===== src/rtl/network_sequencer_if.sv =====
// Sample-path bundle between the sequencer (master) and the sample/layer fabric (slave).
interface network_sequencer_if #(
  parameter int W        = 16,
  parameter int DEPTH    = 4,
  parameter int N_LAYERS = 2,
  parameter int N_OUT    = 4
);
  logic                  sample_clk;
  logic [W-1:0]          sample_in;
  logic [DEPTH*W-1:0]    taps;
  logic [N_LAYERS-1:0]   layer_rst;
  logic [N_LAYERS-1:0]   layer_done;
  logic [N_OUT*W-1:0]    result;
  logic [N_OUT*W-1:0]    sample_out;
  logic                  busy;
  logic [7:0]            overrun_cnt;
  logic [7:0]            timeout_cnt;

  modport master (
    input  sample_clk, sample_in, layer_done, result,
    output taps, layer_rst, sample_out, busy, overrun_cnt, timeout_cnt
  );

  modport slave (
    output sample_clk, sample_in, layer_done, result,
    input  taps, layer_rst, sample_out, busy, overrun_cnt, timeout_cnt
  );
endinterface


===== src/rtl/network_sequencer.sv =====
// Per-sample layer sequencer: shift sample into taps, pulse each layer in turn, latch scaled results.
// Taps/layer_rst[0] two cycles after the edge; edges while busy are dropped and counted (NETWORK_SEQ_SATURATE_EN clamps outputs).
module network_sequencer #(
  parameter int W         = 16,
  parameter int DEPTH     = 4,
  parameter int N_LAYERS  = 2,
  parameter int N_OUT     = 4,
  parameter int IN_SHIFT  = 2,
  parameter int OUT_SHIFT = 2,
  parameter int TIMEOUT   = 1023
) (
  input  logic                clk,
  input  logic                rst,
  network_sequencer_if.master bus
);
  localparam int KW = (N_LAYERS > 1) ? $clog2(N_LAYERS) : 1;
  localparam int CW = $clog2(TIMEOUT + 1);
  localparam int SW = W + OUT_SHIFT;

  typedef enum logic [2:0] {IDLE, SHIFT, START, RUN, LATCH} state_t;

  state_t               state_q, state_d;
  logic [KW-1:0]        k_q, k_d;
  logic [CW-1:0]        wait_q, wait_d;
  logic                 prev_sample_clk_q, prev_sample_clk_d;
  logic [DEPTH*W-1:0]   taps_q, taps_d;
  logic [N_OUT*W-1:0]   sample_out_q, sample_out_d;
  logic [7:0]           overrun_cnt_q, overrun_cnt_d;
  logic [7:0]           timeout_cnt_q, timeout_cnt_d;

  logic                 edge_det, done_k, last_layer, wait_expired;
  logic signed [W-1:0]  shifted_in;

  function automatic logic [W-1:0] scale(input logic [W-1:0] r);
`ifdef NETWORK_SEQ_SATURATE_EN
    logic signed [W-1:0]  rs;
    logic signed [SW-1:0] wide;
    rs   = $signed(r);
    wide = SW'(rs) <<< OUT_SHIFT;
    // In range only when every bit above the W-bit sign agrees with it.
    if ((&wide[SW-1:W-1]) || ~(|wide[SW-1:W-1]))
      return wide[W-1:0];
    return wide[SW-1] ? {1'b1, {(W-1){1'b0}}} : {1'b0, {(W-1){1'b1}}};
`else
    return r << OUT_SHIFT;
`endif
  endfunction

  always_comb begin
    prev_sample_clk_d = bus.sample_clk;
    edge_det          = bus.sample_clk & ~prev_sample_clk_q;
    done_k            = bus.layer_done[k_q];
    last_layer        = (k_q == KW'(N_LAYERS - 1));
    wait_expired      = (wait_q == CW'(TIMEOUT - 1));
    shifted_in        = $signed(bus.sample_in) >>> IN_SHIFT;
  end

  always_ff @(posedge clk) begin
    if (rst) state_q <= IDLE;
    else     state_q <= state_d;
  end

  always_comb begin
    state_d = state_q;
    unique case (state_q)
      IDLE:    if (edge_det) state_d = SHIFT;
      SHIFT:   state_d = START;
      START:   state_d = RUN;
      RUN: begin
        if (done_k)            state_d = last_layer ? LATCH : START;
        else if (wait_expired) state_d = IDLE;
      end
      LATCH:   state_d = IDLE;
      default: state_d = IDLE;
    endcase
  end

  always_comb begin
    k_d           = k_q;
    wait_d        = wait_q;
    taps_d        = taps_q;
    sample_out_d  = sample_out_q;
    overrun_cnt_d = overrun_cnt_q;
    timeout_cnt_d = timeout_cnt_q;

    unique case (state_q)
      SHIFT: begin
        for (int i = DEPTH - 1; i > 0; i--)
          taps_d[i*W +: W] = taps_q[(i-1)*W +: W];
        taps_d[W-1:0] = shifted_in;
        k_d           = '0;
      end
      START: wait_d = '0;
      RUN: begin
        if (done_k) begin
          if (!last_layer) k_d = k_q + 1'b1;
        end else if (wait_expired) begin
          if (timeout_cnt_q != 8'hFF) timeout_cnt_d = timeout_cnt_q + 8'd1;
        end else begin
          wait_d = wait_q + 1'b1;
        end
      end
      LATCH: begin
        for (int j = 0; j < N_OUT; j++)
          sample_out_d[j*W +: W] = scale(bus.result[j*W +: W]);
      end
      default: ;
    endcase

    // Edges never restart an in-flight pass, including the LATCH cycle.
    if (edge_det && state_q != IDLE && overrun_cnt_q != 8'hFF)
      overrun_cnt_d = overrun_cnt_q + 8'd1;
  end

  always_ff @(posedge clk) begin
    prev_sample_clk_q <= prev_sample_clk_d;
    if (rst) begin
      k_q           <= '0;
      wait_q        <= '0;
      taps_q        <= '0;
      sample_out_q  <= '0;
      overrun_cnt_q <= '0;
      timeout_cnt_q <= '0;
    end else begin
      k_q           <= k_d;
      wait_q        <= wait_d;
      taps_q        <= taps_d;
      sample_out_q  <= sample_out_d;
      overrun_cnt_q <= overrun_cnt_d;
      timeout_cnt_q <= timeout_cnt_d;
    end
  end

  always_comb begin
    bus.layer_rst = '0;
    if (state_q == START) bus.layer_rst[k_q] = 1'b1;
    bus.busy        = (state_q != IDLE);
    bus.taps        = taps_q;
    bus.sample_out  = sample_out_q;
    bus.overrun_cnt = overrun_cnt_q;
    bus.timeout_cnt = timeout_cnt_q;
  end
endmodule


===== src/flat_wrapper.sv =====
// flat-port wrapper written by rule: the top's interface ports become plain ports
module network_sequencer_flat 
#(
  parameter int W         = 16,
  parameter int DEPTH     = 4,
  parameter int N_LAYERS  = 2,
  parameter int N_OUT     = 4,
  parameter int IN_SHIFT  = 2,
  parameter int OUT_SHIFT = 2,
  parameter int TIMEOUT   = 1023
)
  (clk, rst, bus_sample_clk, bus_sample_in, bus_layer_done, bus_result, bus_taps, bus_layer_rst, bus_sample_out, bus_busy, bus_overrun_cnt, bus_timeout_cnt);
  network_sequencer_if #(.W(W), .DEPTH(DEPTH), .N_LAYERS(N_LAYERS), .N_OUT(N_OUT)) bus_i ();
  input  logic clk;
  input  logic rst;
  input wire logic [$bits(bus_i.sample_clk)-1:0] bus_sample_clk;
  input wire logic [$bits(bus_i.sample_in)-1:0] bus_sample_in;
  input wire logic [$bits(bus_i.layer_done)-1:0] bus_layer_done;
  input wire logic [$bits(bus_i.result)-1:0] bus_result;
  output wire logic [$bits(bus_i.taps)-1:0] bus_taps;
  output wire logic [$bits(bus_i.layer_rst)-1:0] bus_layer_rst;
  output wire logic [$bits(bus_i.sample_out)-1:0] bus_sample_out;
  output wire logic [$bits(bus_i.busy)-1:0] bus_busy;
  output wire logic [$bits(bus_i.overrun_cnt)-1:0] bus_overrun_cnt;
  output wire logic [$bits(bus_i.timeout_cnt)-1:0] bus_timeout_cnt;
  assign bus_i.sample_clk = bus_sample_clk;
  assign bus_i.sample_in = bus_sample_in;
  assign bus_i.layer_done = bus_layer_done;
  assign bus_i.result = bus_result;
  assign bus_taps = bus_i.taps;
  assign bus_layer_rst = bus_i.layer_rst;
  assign bus_sample_out = bus_i.sample_out;
  assign bus_busy = bus_i.busy;
  assign bus_overrun_cnt = bus_i.overrun_cnt;
  assign bus_timeout_cnt = bus_i.timeout_cnt;
  network_sequencer #(.W(W), .DEPTH(DEPTH), .N_LAYERS(N_LAYERS), .N_OUT(N_OUT), .IN_SHIFT(IN_SHIFT), .OUT_SHIFT(OUT_SHIFT), .TIMEOUT(TIMEOUT)) u_core (.clk(clk), .rst(rst), .bus(bus_i));
endmodule

===== config.mk =====
export PLATFORM = sky130hd
export DESIGN_NAME = network_sequencer_flat
export DESIGN_NICKNAME = d
export VERILOG_FILES = /design/src/rtl/network_sequencer_if.sv /design/src/rtl/network_sequencer.sv /design/src/flat_wrapper.sv
export SDC_FILE = /design/constraint.sdc
export NUM_CORES = 1
export LEC_CHECK = 0
export CAP_MARGIN = 10
export CORE_MARGIN = 2
export CORE_UTILIZATION = 35
export CTS_CLUSTER_DIAMETER = 200
export DETAILED_ROUTE_END_ITERATION = 6
export PLACE_DENSITY = 0.74
export SLEW_MARGIN = 10
export SYNTH_ARGS = -nofsm -noshare
export SYNTH_HDL_FRONTEND = slang
export SYNTH_SLANG_ARGS = --single-unit

===== constraint.sdc =====
create_clock -name clk -period 2.2 [get_ports clk]
set_input_delay 0.22 -clock clk [delete_from_list [all_inputs] [get_ports clk]]
set_output_delay 0.22 -clock clk [all_outputs]
set_load 0.02 [all_outputs]

# After elaboration in Yosys (flattened, before gate mapping)
# Cells that the tools add are included.
[word_totals]
regBits = 151
elab_cells = 56
in_bits = 85
out_inout_bits = 147
[classes]
bitwise = 3
add_sub_neg = 4
n_eq_ne = 12
reduce_logical = 11
mux = 16
order_cmp = 2
[op_table]
columns = ["op", "count"]
rows = [
  ["2-to-1 mux 10 bit", 2],
  ["case mux 10 bit (2 select lines)", 1],
  ["adder 8 x 1 -> 8 bit, second input constant", 2],
  ["inequality test 8 bit, second input constant", 2],
  ["2-to-1 mux 3 bit", 4],
  ["case mux 3 bit (4 select lines)", 1],
  ["adder 10 x 1 -> 10 bit, second input constant", 1],
  ["== test 10 bit, second input constant", 1],
  ["== test 3 x 2 -> 1 bit, second input constant", 2],
  ["2-to-1 mux 1 bit", 5],
  ["inequality test 2 x 1 -> 1 bit, second input constant", 2],
  ["inequality test 2 bit, second input constant", 2],
  ["AND reduction 2 bit", 2],
  ["AND reduction 4 bit", 1],
  ["nonzero test 2 bit", 2],
  ["== test 3 x 1 -> 1 bit, second input constant", 1],
  ["== test 3 bit, second input constant", 1],
  ["logical AND 1 bit", 3],
  ["logical NOT 3 bit", 1],
  ["inequality test 3 x 1 -> 1 bit, second input constant", 1],
  ["AND reduction 3 bit", 1],
  ["nonzero test 3 bit", 1],
  ["< comparator 1 x 2 -> 1 bit, second input constant", 1],
  ["2-to-1 mux 2 bit", 1],
  ["other kinds (6)", 7],
]

# Depth between registers and ports, before layout
[depth]
ltp_word = 5
mapped_depth = 8
ltp_nobuf = 7

# Least setup slack after synthesis
# Ideal clock, no wire load.
[synth_timing]
path_kind = "reg2reg"
start = "register u_core.state_q[2]"
end = "register u_core.wait_q[7]"
t_arrival_ns = 1.864
path_stages_with_launch = 9
setup_time_ns = 0.130
synth_period_minus_slack_ns = 1.994
n_path_buf = 3
setup_slack_ns = 0.206
t_required_ns = 2.070
path_cell_list = "dfxtp_1 > buf_6 > nand3b_4 > or3b_4 > buf_2 > a21o_1 > buf_6 > o41ai_1 > a21oi_1"
[synth_via]
elab_chain_len = 3
word_cells_on_any_way = 7
[synth_rtl]
columns = ["element", "line", "source"]
rows = [
  ["start, declared", "network_sequencer.sv:22", "state_t state_q, state_d;"],
  ["start signal, assigned", "network_sequencer.sv:60", "else state_q <= state_d;"],
  ["== test 3 x 2 -> 1 bit", "network_sequencer.sv:86", "unique case (state_q)"],
  ["inequality test 2 bit (no line) or nonzero test 2 bit (tied branches)", "-", ""],
  ["AND reduction 3 bit (no line)", "-", ""],
  ["end signal, assigned", "network_sequencer.sv:126", "wait_q <= wait_d;"],
  ["end, declared", "network_sequencer.sv:24", "logic [CW-1:0] wait_q, wait_d;"],
]
# Several ways; a longest one is shown, not always the timed one.
# A chain may end at the register's enable or synchronous reset.

# Worst setup path after layout
[layout_timing]
start = "register u_core.wait_q[0]"
end = "register u_core.timeout_cnt_q[6] (netlist: u_core.bus.timeout_cnt[6])"
[layout_via]
elab_chain_len = 2
[layout_rtl]
columns = ["element", "line", "source"]
rows = [
  ["== test 10 bit", "network_sequencer.sv:54", "wait_expired = (wait_q == CW'(TIMEOUT - 1));"],
  ["AND reduction 4 bit (no line)", "-", ""],
  ["end signal, assigned", "network_sequencer.sv:130", "timeout_cnt_q <= timeout_cnt_d;"],
  ["end, declared", "network_sequencer.sv:29", "logic [7:0] timeout_cnt_q, timeout_cnt_d;"],
]
# No other way between the ends.

==> impl_metrics.json <==
{
  "coreArea_um2": 15300,
  "post_drt_wl_per_cell_um": 13.3,
  "synth_mux_area_frac": 0.00364,
  "post_cts_buffers": 0,
  "synth_cell_types": 46,
  "setup_viol": 0,
  "cp_max_fo": 5,
  "ant_nets": 0,
  "die_area_um2": 16700,
  "drcViolationCount": 0,
  "worstSetupEndpointType": "register",
  "cp.required_ns": 2.52,
  "clock.fmax_mhz": 484,
  "rows": 45,
  "synth_top_area_share": 0.521,
  "yosys.area_share.simple": 0.244,
  "worst_ep_arrival_time_ns": 2.38,
  "p_leak_nw": 2.86,
  "synthCells": 690,
  "grt_pass1_vias": 4461,
  "synth_xor_area_frac": 0.0191,
  "die_h_um": 129,
  "synth_compound_area_frac": 0.143,
  "grt_setup_unrepaired": "false",
  "initial_core_util": 0.360,
  "synth_top_flop_cell": "dfxtp_1",
  "grt_pass1_wl_mm": 22.2,
  "vias": 5166,
  "power_density_nw_per_um2": 698,
  "cts_tree": "built",
  "worstMarginPinSlew_ns": 0.678,
  "synth_area_per_cell_um2": 7.97,
  "track_usage": 0.168,
  "preCtsSetupSlack_ns": 0.0369,
  "min_period_ns": 2.07,
  "ir_worst_vdd_mv": 0.499,
  "cpMaxStageDelayCell": "or3b_2",
  "clk_latency_ns": 0.42,
  "max_stage_delay_ns": 0.53,
  "antenna_cells": 0,
  "drt_iter0_drc": 283,
  "cts_buffer_depth": 2,
  "grt_start_max_net_pins": 138,
  "layout_common_cells": "nand2_1, clkdlybuf4s50_1, dfxtp_1",
  "startpoint_type": "register",
  "ys_seq_area_frac": 0.521,
  "path_cells": "inv_1, ha_1, and4_1, or3b_2, nor4_1, a31oi_1, o21a_1",
  "slew_headroom": 0.548,
  "tns_ns": 0,
  "layout-drive-gt1-share": 0.0647,
  "hpwlAfterDp_mm": 9.72,
  "cts_buffers": 17,
  "worst_hold_path_type": "in2reg",
  "postRouteWirelength_mm": 14.7,
  "yosys.area.top_type": "dfxtp_1",
  "num_io_pins": 232,
  "syn2layout_area_growth_pct": 52.4,
  "fin_nets": 973,
  "maxCapViolCount": 0,
  "finalPower_mw": 5.84,
  "fin_skew_ns": 0.0158,
  "critPathKind": "reg2reg",
  "synth.area.top_cells": "dfxtp_1, nand2_1, a21oi_1",
  "async_flop_share": 0,
  "synth_top_family_by_area": "simple AND/OR/NAND/NOR gates",
  "synth_edf_count": 0,
  "die_x_um": 129,
  "finalMaxSlewViolations": 0,
  "clkTransAtPathRegs_ns": 0.06,
  "clockRootBuffer": "clkbuf_16",
  "globalRoute.totalOverflow": 0,
  "hold_viol_final": 0,
  "synth_area_um2": 5500,
  "setup_ws_ns": 0.132,
  "status": "completed",
  "antenna_found_initial": 0,
  "synthAdderAreaFrac": 0.00911,
  "portBuffers": 213,
  "dr.pass1.iters": 4,
  "place_congestion": 0.817,
  "vias_per_cell": 4.66,
  "holdBufCountCts": 0,
  "clock-sinks": 143,
  "synth_seq_cells": 143,
  "htree_levels": 4,
  "min_period_over_period": 0.940,
  "yosysWarnings": 0,
  "final_common_cell": "nand2_1"
}
## worst max-delay path: cells and delay by family, from the launching register on
kind | cells | cell delay [ns]
fa+ha+maj | 1 | 0.14
compound gates | 2 | 0.26
flops | 1 | 0.33
simple gates | 3 | 1.14
buf+inv | 1 | 0.09
## registers in the layout, summed over array words and instances, names as in the netlist
| signal | flops |
|---|---|
| u_core.bus.sample_out | 56 |
| u_core.bus.taps | 56 |
| u_core.wait_q | 10 |
| u_core.bus.overrun_cnt | 8 |
| u_core.bus.timeout_cnt | 8 |
| u_core.state_q | 3 |
| u_core.k_q | 1 |
| u_core.prev_sample_clk_q | 1 |
## cell families (layout without fill, tap and decap cells)
kind of cell               after synthesis  after routing
DFF                                    143            143
other                                    1              8
AOI/OAI and AO/OA                      145            145
adders and majority gates                4              4
and+or+nand+nor                        316            316
muxes                                    2              2
xor gates and xnor gates                12             12
buffers and inverters                   67            267
## routing by layer
metal / vias up / global-route usage / routed length (um)
met5: - / 0 / 0
met4: 0 / 0.0691 / 207
met2: 162 / 0.266 / 6790
met1: 2358 / 0.213 / 6620
met3: 14 / 0.0541 / 1080
li1: 2632 / - / -
## repair_timing
action / CTS / global route
cloned: 0 / 0
endpoints found under the setup margin: 1 / 6
gates resized for setup: 1 / 3
## synth_stat cells, drive strengths merged (2+ instances only)
| library cell | instances |
|---|---|
| or4 | 2 |
| nand2 | 240 |
| nor4b | 2 |
| a31oi | 2 |
| nand4 | 6 |
| o21ai | 6 |
| or3 | 4 |
| o211ai | 3 |
| nor2b | 2 |
| nor2 | 25 |
| clkbuf | 35 |
| nand3 | 9 |
| xor2 | 4 |
| or3b | 4 |
| nor3b | 2 |
| and2 | 4 |
| xnor2 | 8 |
| a21o | 3 |
| a21oi | 124 |
| and3 | 3 |
| inv | 7 |
| ha | 4 |
| mux2i | 2 |
| nor4 | 4 |
| buf | 25 |
| nor3 | 3 |
| dfxtp | 143 |
| or2 | 2 |
## final timing paths
path / start / endpoint / slack (ns) / cells after the start
worst min-delay path: bus_sample_clk / u_core.prev_sample_clk_q / 0.29 / 1
worst min register to register: u_core.bus.taps[56] / u_core.bus.taps[56] / 0.45 / 2
worst max register to register: u_core.wait_q[0] / u_core.bus.timeout_cnt[6] / 0.13 / 7
worst max-delay path: u_core.wait_q[0] / u_core.bus.timeout_cnt[6] / 0.13 / 7
## final cells by class
| cell class | instances | area (um^2) |
|---|---|---|
| Tap cell | 211 | 264 |
| Multi-Input combinational cell | 487 | 2350 |
| Clock inverter | 13 | 126 |
| Sequential cell | 143 | 2860 |
| Inverter | 7 | 26.3 |
| Timing Repair Buffer | 228 | 2300 |
| Fill cell | 1429 | 6880 |
| Clock buffer | 19 | 453 |
## per-stage QoR
step,area [um^2],util,instances,hold slack (ns)
floorplan,5520,-,697,0.248
global placement,7780,0.510,1076,0.441
detailed placement,7780,0.510,1076,0.446
CTS,8360,0.548,1108,0.269
global route,8370,0.549,1108,0.280
finish,8370,0.549,1108,0.292
## power by group
group | total (mW) | internal, mW | switching [mW]
clock network | 2.78 | 1.64 | 1.14
registers | 2.64 | 2.62 | 0.0229
logic | 0.429 | 0.208 | 0.221
total | 5.84 | 4.46 | 1.38
No activity file was read; power rests on OpenSTA's default activity.
